$ cat config.mk
export PLATFORM = sky130hd
export DESIGN_NAME = uart_rx_byte
export DESIGN_NICKNAME = d
export VERILOG_FILES = /design/src/rtl/uart_rx_byte.sv
export SDC_FILE = /design/constraint.sdc
export NUM_CORES = 1
export LEC_CHECK = 0
export CORE_MARGIN = 3
export CORE_UTILIZATION = 45
export CTS_BUF_LIST = sky130_fd_sc_hd__clkbuf_8 sky130_fd_sc_hd__clkbuf_16
export DETAILED_ROUTE_END_ITERATION = 8
export PLACE_DENSITY = 0.73
export SETUP_SLACK_MARGIN = 0.2
export SLEW_MARGIN = 0
export SYNTH_ARGS = -nofsm -noshare
export SYNTH_HDL_FRONTEND = slang
export SYNTH_SLANG_ARGS = --single-unit
$ cat constraint.sdc
create_clock -name clk -period 2.1 [get_ports clk]
set_input_delay 0.315 -clock clk [delete_from_list [all_inputs] [get_ports clk]]
set_output_delay 0.315 -clock clk [all_outputs]
set_load 0.05 [all_outputs]
$ cat src/rtl/uart_rx_byte.sv
// uart_rx_byte: 8N1 UART receiver with an internal bit-period counter and a valid/ack byte output.
// Latency: 2-cycle line synchronizer; byte is visible 1 cycle after the mid-stop sample.
// Backpressure: none on the serial line; an unacknowledged byte is overwritten and overrun pulses.
// Build option: define UART_RX_MAJORITY_EN for 2-of-3 majority sampling (adds 1 cycle, CLKS_PER_BIT >= 8).
module uart_rx_byte #(
  parameter int CLKS_PER_BIT = 2500,
  localparam int HALF_BIT = CLKS_PER_BIT / 2
) (
  input  logic       clk,
  input  logic       rst,
  input  logic       line,
  output logic [7:0] data,
  output logic       data_valid,
  input  logic       data_ack,
  output logic       busy,
  output logic       frame_err,
  output logic       overrun
);

  localparam int CNT_W = (CLKS_PER_BIT > 1) ? $clog2(CLKS_PER_BIT) : 1;
  localparam logic [CNT_W-1:0] CNT_LAST = CNT_W'(CLKS_PER_BIT - 1);
`ifdef UART_RX_MAJORITY_EN
  // The vote needs the sample after the nominal point, so every strobe lands one cycle later.
  localparam logic [CNT_W-1:0] CNT_MID = CNT_W'(HALF_BIT);
`else
  localparam logic [CNT_W-1:0] CNT_MID = CNT_W'(HALF_BIT - 1);
`endif

  localparam logic [2:0] ST_IDLE  = 3'd0;
  localparam logic [2:0] ST_START = 3'd1;
  localparam logic [2:0] ST_DATA  = 3'd2;
  localparam logic [2:0] ST_STOP  = 3'd3;
  localparam logic [2:0] ST_BREAK = 3'd4;

  logic             sync1;
  logic             ls;
  logic             bit_val;
  logic [2:0]       state;
  logic [CNT_W-1:0] cnt;
  logic [2:0]       bit_idx;
  logic [7:0]       shreg;
  logic             strobe;
  logic             deliver;
  logic             stop_bad;

  // Two-flop synchronizer; resets high so reset release never looks like a start edge.
  always_ff @(posedge clk or posedge rst) begin
    if (rst) begin
      sync1 <= 1'b1;
      ls    <= 1'b1;
    end else begin
      sync1 <= line;
      ls    <= sync1;
    end
  end

`ifdef UART_RX_MAJORITY_EN
  logic ls_d1;
  logic ls_d2;

  // Short history of the synchronized line for the 2-of-3 vote around each sample point.
  always_ff @(posedge clk or posedge rst) begin
    if (rst) begin
      ls_d1 <= 1'b1;
      ls_d2 <= 1'b1;
    end else begin
      ls_d1 <= ls;
      ls_d2 <= ls_d1;
    end
  end

  assign bit_val = (ls & ls_d1) | (ls & ls_d2) | (ls_d1 & ls_d2);
`else
  assign bit_val = ls;
`endif

  // Sample strobe: mid start bit in START, end of each full bit period afterwards.
  always_comb begin
    strobe = 1'b0;
    if (state == ST_START) begin
      strobe = (cnt == CNT_MID);
    end else if (state == ST_DATA || state == ST_STOP) begin
      strobe = (cnt == CNT_LAST);
    end
  end

  assign deliver  = (state == ST_STOP) && strobe && bit_val;
  assign stop_bad = (state == ST_STOP) && strobe && !bit_val;
  assign busy     = (state != ST_IDLE);

  // Frame sequencing: state, bit-period counter, bit index and shift register.
  always_ff @(posedge clk or posedge rst) begin
    if (rst) begin
      state   <= ST_IDLE;
      cnt     <= '0;
      bit_idx <= 3'd0;
      shreg   <= 8'h00;
    end else begin
      // Counter idles at zero, so entering START starts the bit timing from the edge.
      if (state == ST_IDLE || state == ST_BREAK || strobe) begin
        cnt <= '0;
      end else begin
        cnt <= cnt + CNT_W'(1);
      end

      case (state)
        ST_IDLE: begin
          if (!ls) begin
            state <= ST_START;
          end
        end
        ST_START: begin
          if (strobe) begin
            if (bit_val) begin
              // Line back high at mid start bit: glitch, drop silently.
              state <= ST_IDLE;
            end else begin
              state   <= ST_DATA;
              bit_idx <= 3'd0;
            end
          end
        end
        ST_DATA: begin
          if (strobe) begin
            shreg[bit_idx] <= bit_val;
            bit_idx        <= bit_idx + 3'd1;
            if (bit_idx == 3'd7) begin
              state <= ST_STOP;
            end
          end
        end
        ST_STOP: begin
          if (strobe) begin
            // Re-arm at mid stop bit so a following start edge is not missed.
            state <= bit_val ? ST_IDLE : ST_BREAK;
          end
        end
        ST_BREAK: begin
          // Held-low line must return high before another frame can start.
          if (ls) begin
            state <= ST_IDLE;
          end
        end
        default: state <= ST_IDLE;
      endcase
    end
  end

  // Output register: byte delivery, valid/ack handshake and single-cycle status pulses.
  always_ff @(posedge clk or posedge rst) begin
    if (rst) begin
      data       <= 8'h00;
      data_valid <= 1'b0;
      frame_err  <= 1'b0;
      overrun    <= 1'b0;
    end else begin
      frame_err <= stop_bad;
      overrun   <= 1'b0;
      if (deliver) begin
        // A new byte always wins; it only counts as overrun if the old one was not being taken.
        data       <= shreg;
        data_valid <= 1'b1;
        overrun    <= data_valid && !data_ack;
      end else if (data_valid && data_ack) begin
        data_valid <= 1'b0;
      end
    end
  end

endmodule

==> results.txt, run 1 <==
Placed cell count - 228
DPL Wire Length - 2.59 mm
Setup crit end kind - flip-flop
Post-Route WL - 3.76 mm
Seq/Total Area, Yosys - 50.0%
Mapped Cells - 164
Initial DRC Count - 77
Initial core utilization - 47.9%
Slew Limit Fails - 0
Vias in the first global route - 1393
Number of port buffers - 15
Ranking of synthesized cells by area - dfrtp_1 47%, mux2_2 6.3%, nor3_1 4.6%, xnor2_1 4.0%, mux2_4 3.1%
Crit-path cells - nor4b_2, and2_1, nand4_2, mux2_2
Layout Cells excl Fill - 236
CP required - 2.27 ns
Worst slew pin tran - 0.505 ns
Layout cells sized above 1 - 26.9%
Worst setup startpoint - cnt[2]
Slowest-stage cell, CP - dfrtp_1
Asr flop ratio synth - 100%
Fin nets - 194
Initial antenna violation count - 0
WHS Endpoint - bit_val
Post-route DRC - 0
Syn Nets - 172
Crit Reg-Reg Startpoint - cnt[2]
Average size of a mapped cell - 11.9 um2
Synth Cell Area - 1960 um2
Max frequency - 543 MHz
YS warnings - 0
Clk sinks - 39
Slew headroom - 66.2%
Hold buffer count at CTS - 0
H-tree Lvls - 2
TritonCTS clock tree - built
Hold Fails Final Rpt - 0
Slowest stage delay, CP - 0.44 ns
Final setup fails - 0
Clk_lat worst skew - 0.29 ns
Gr ovfl total - 0
Worst hold slack - 0.358 ns
P&R area growth vs syn - 16.4%
Vias - 1355
Multi-input logic area - 895 um2
First-pass GRT wire length - 6.73 mm
Die width - 71.9 um
Antenna-violating nets left - 0
R2r endpoint - data[2]
Vias/cell - 5.74
Crit path DAT - 2.01 ns
Final worst path period share - 87.7%
Primary FF master, synth - dfrtp_1
Most frequent cell after synthesis - dfrtp_1
Worst Reg-to-Reg Cells - 4
Hold_sp - sync1
Max Clock Skew - 0.0107 ns
Post-synth top cells - 37 x dfrtp_1, 18 x nor3_1, 11 x mux2_2
WL per Instance - 15.9 um
Top-area cell type share of the netlist area - 47.3%
CTS root buffer - clkbuf_8
Setup TNS - 0 ns
Gpl congestion - 0.822
Die Ht - 71.9 um
Cell Area, Placed - 2170 um2
RSZ-0062 raised after global routing - true
Core Util, Final - 55.7%
Yosys reg bits - 39
Total GRT Usage - 16.9%
FILL cells - 347
Core area - 4090 um2
Drt pass-1 iters - 4
Tmin final - 1.84 ns
Worst-path fanout max - 9
R2R setup slack - 0.26 ns
FF+latch area - 980 um2
Post-synth EDFFs - 0
Setup CP Type - flip-flop to flip-flop
Die area - 5180 um2
Rows - 23
Clock tree buffer depth - 2
Clk pin slew, worst setup/hold paths - 0.07 ns
Area leader, netlist - dfrtp_1
Leak - 0.00105 uW
Pin count of the biggest net entering global routing - 40
Synth cell types - 45
Status - complete, no violations
Clock buffer count from CTS - 5
Worst Hold Class - flip-flop to flip-flop
Pwr Density - 567 nW/um2
Hold path cells - 0
Peak supply drop - 0.298 mV
Io pins - 16
Fin area - 2280 um2
Antenna Cells - 0
Max-Cap Viols - 0
CP startpoint kind - flip-flop
repair_timing:
| action | CTS | global route |
|---|---|---|
| gates resized for setup | 0 | 4 |
| buffers inserted | 0 | 1 |
| hold endpoints to repair | 0 | 0 |
| endpoints found under the setup margin | 0 | 32 |
layer usage:
layer / global-route usage, % / share of wire [%] / routed length, um / vias up
met5: 0 / 0 / 0 / -
met4: 6.47 / 0.93 / 35 / 0
met3: 4.85 / 5.9 / 222 / 4
met2: 25.9 / 48 / 1780 / 44
met1: 22.7 / 46 / 1710 / 663
li1: - / - / - / 644
flip-flops by register name, indices dropped and copies added, names as in the netlist:
name        cells
frame_err       1
data_valid      1
bit_val         1
shreg           8
data            8
bit_idx         3
overrun         1
sync1           1
cnt            12
state           3
final cells by class:
type,instances,share of cell area (%)
Sequential cell,39,43.0
Tap cell,50,2.75
Multi-Input combinational cell,108,39.3
Clock inverter,1,0.220
Inverter,7,1.15
Clock buffer,6,3.63
Timing Repair Buffer,25,9.95
stage by stage:
stage	setup WS, ns	total power (uW)
floorplan	0.333	785
global placement	0.311	796
detailed placement	0.220	798
CTS	0.207	1310
global route	0.161	1340
finish	0.258	1290
cells by family after synthesis:
logic type | Yosys count | synth area share [%]
AOI/OAI and AO/OA | 19 | 9.91
xor gates and xnor gates | 10 | 4.48
adders and majority gates | 4 | 2.56
muxes | 16 | 9.97
DFF | 39 | 50.0
and+or+nand+nor | 59 | 18.5
buffers and inverters | 17 | 4.54
worst max-delay path by stage:
| stage | end | slack [ns] | cells after the start |
|---|---|---|---|
| after floorplan | shreg[0] | 0.33 | 6 |
| after global placement | shreg[6] | 0.31 | 5 |
| after detailed placement | data[2] | 0.22 | 4 |
| after CTS | data[2] | 0.21 | 4 |
| after global routing | data[2] | 0.16 | 4 |
| final | data[2] | 0.26 | 4 |
where the power goes:
group	internal [uW]	total, uW	switching, uW
registers	754	758	3.98
clock network	258	511	253
logic	7.58	22.9	15.3
total	1020	1290	273
cell usage in the layout, fill, tap and decap left out, drive strengths merged, types with 3 or more instances in the layout:
master | synthesis | final
buf | 8 | 11
clkbuf | 2 | 6
clkdlybuf4s50 | 0 | 14
dfrtp | 37 | 37
ha | 4 | 4
inv | 7 | 7
mux2 | 16 | 16
nand2 | 6 | 6
nand3 | 5 | 5
nand4 | 3 | 3
nor2 | 6 | 6
nor3 | 18 | 18
nor3b | 3 | 3
o2111ai | 8 | 8
xnor2 | 9 | 9
worst max-delay path: cells and delay by family, from the launching register on:
kind	cells	cell delay [ns]
simple gates	3	0.89
mux	1	0.39
flops	1	0.44
No activity file was read; power rests on OpenSTA's default activity.
==> run 2, diff against run 1 <==
- SKIP_CTS_REPAIR_TIMING: default -> 1
- clock period: 2.1 -> 2 ns (I/O delays scaled with it)
==> results.txt, run 2 (synthesized netlist as in run 1, its figures left out) <==
Tmin final - 1.82 ns (-0.0207 ns)
Clock tree buffer depth - 2 (unchanged)
Multi-input logic area - 973 um2 (+8.8%)
DPL Wire Length - 2.43 mm (-6.4%)
Slew headroom - 65.9% (-0.27 points)
Die width - 71.9 um (unchanged)
CP startpoint kind - flip-flop
P_int - 1200 uW (+18%)
Antenna-violating nets left - 0 (unchanged)
Leak - 0.00117 uW (+11%)
Setup TNS - 0 ns (unchanged)
Vias/cell - 5.71 (-0.53%)
Hold Fails Final Rpt - 0 (unchanged)
Final setup fails - 0 (unchanged)
Crit Reg-Reg Startpoint - cnt[1]
Core area - 4090 um2 (unchanged)
FF+latch area - 982 um2 (+0.26%)
Gr ovfl total - 0 (unchanged)
P&R area growth vs syn - 27.7%
Slew Limit Fails - 0 (unchanged)
TritonCTS clock tree - built
Max-Cap Viols - 0 (unchanged)
Combinational power share - 1.6% (-0.2 points)
Antenna Cells - 0 (unchanged)
Seq pwr share - 53.1% (-5.6 points)
Register with the most flip-flops - cnt
Post-route DRC - 0 (unchanged)
Clock buffer count from CTS - 5 (unchanged)
Worst hold slack - 0.358 ns (-0.000479 ns)
First-pass GRT wire length - 6.49 mm (-3.6%)
Crit path DAT - 1.99 ns (-0.02 ns)
R2r endpoint - bit_idx[2]
Initial antenna violation count - 0 (unchanged)
Status - complete, no violations
Layout cells sized above 1 - 36.2% (+9.3 points)
Clk sinks - 39 (unchanged)
Max frequency - 549 MHz (+1.1%)
Clk pin slew, worst setup/hold paths - 0.07 ns (about the same)
Drt pass-1 iters - 4 (unchanged)
WL per Instance - 17.1 um (+7.4%)
Largest registers - cnt (12), data (8), shreg (8)
Gpl congestion - 0.806 (-1.9%)
Worst Reg-to-Reg Cells - 7 (+3)
Clk pwr share - 45.3% (+5.7 points)
R2R setup slack - 0.18 ns (-0.08 ns)
Vias - 1405 (+3.7%)
Crit path to - bit_idx[2]
Switching share of power - 19.8% (-1.3 points)
Die area - 5180 um2 (unchanged)
H-tree Lvls - 2 (unchanged)
Initial core utilization - 47.9% (unchanged)
Total GRT Usage - 16.4% (-0.51 points)
Worst slew pin tran - 0.509 ns (+0.00398 ns)
Setup CP Type - flip-flop to flip-flop
Setup crit end kind - flip-flop
Most frequent cells in the layout - 34 x dfrtp_1, 16 x nor3_1, 15 x buf_4
Rows - 23 (unchanged)
Die Ht - 71.9 um (unchanged)
Worst Hold Class - flip-flop to flip-flop
Io pins - 16 (unchanged)
Commonest non-fill, non-tap cell in the layout - dfrtp_1
Worst-path fanout max - 7 (-2)
Post-Route WL - 4.20 mm (+12%)
CTS root buffer - clkbuf_8
Peak supply drop - 0.349 mV (+17%)
CP required - 2.17 ns (-0.10 ns)
Max Clock Skew - 0.0130 ns (+0.00229 ns)
Final worst path period share - 91.1% (+3.4 points)
P_sw - 297 uW (+8.9%)
Max FFs per register - 12 (unchanged)
RSZ-0062 raised after global routing - true
Worst setup startpoint - cnt[1]
Initial DRC Count - 89 (+16%)
FILL cells - 308 (-11%)
Pwr Density - 600 nW/um2 (+5.8%)
Pin count of the biggest net entering global routing - 40 (unchanged)
Fin nets - 203 (+4.6%)
Clk_lat worst skew - 0.29 ns (about the same)
Number of port buffers - 15 (unchanged)
Vias in the first global route - 1347 (-3.3%)
## run 2: layout make-up
type / instances / share of cell area [%]
sequential: 39 / 39.3
multi-input combinational: 108 / 38.9
inverter: 7 / 1.05
tap: 50 / 2.50
clock inverter: 2 / 1.40
timing repair buffer: 34 / 13.5
clock buffer: 6 / 3.30
## run 2: worst min-delay path by stage
| stage | to | slack (ns) | depth (start not counted) | from |
|---|---|---|---|---|
| after global routing | bit_val | 0.36 | 0 | sync1 |
| after global placement | bit_val | 0.35 | 0 | sync1 |
| after floorplan | sync1 | 0.30 | 0 | line |
| after detailed placement | bit_val | 0.35 | 0 | sync1 |
| after CTS | bit_val | 0.36 | 0 | sync1 |
| final | bit_val | 0.36 | 0 | sync1 |
## run 2: power groups by stage
| stage | registers, uW | logic [uW] | clock network (uW) |
|---|---|---|---|
| 3_5_place_dp | 812 | 25.5 | 0 |
| 5_1_grt | 796 | 28.6 | 728 |
| 2_1_floorplan | 808 | 15.9 | 0 |
| 6_report | 796 | 24.3 | 680 |
| 3_3_place_gp | 811 | 24.3 | 0 |
| 4_1_cts | 796 | 25.5 | 690 |
## run 2: critical path, stage by stage, from the launching register on
cell      delay, ns
dfrtp_1        0.42
inv_1          0.09
ha_2           0.17
nand2_2        0.07
nor4_4         0.32
buf_6          0.20
o221ai_1       0.19
a32o_1         0.25
## run 2: per-stage QoR
step	util, %	area (um2)	std cells	total power [uW]	worst slack [ns]
6_report	61.2	2500	246	1500	0.178
3_5_place_dp	53.5	2190	230	837	0.157
4_1_cts	56.4	2300	238	1510	0.131
2_1_floorplan	-	1960	164	824	0.233
3_3_place_gp	53.5	2190	230	836	0.192
5_1_grt	61.2	2500	246	1550	0.0726
## run 2: routing by layer
layer / global-route usage (%) / wire, um
met1: 21.3 / 1860
met2: 25.3 / 2100
met3: 4.85 / 152
met4: 7.31 / 89
met5: 0 / 0
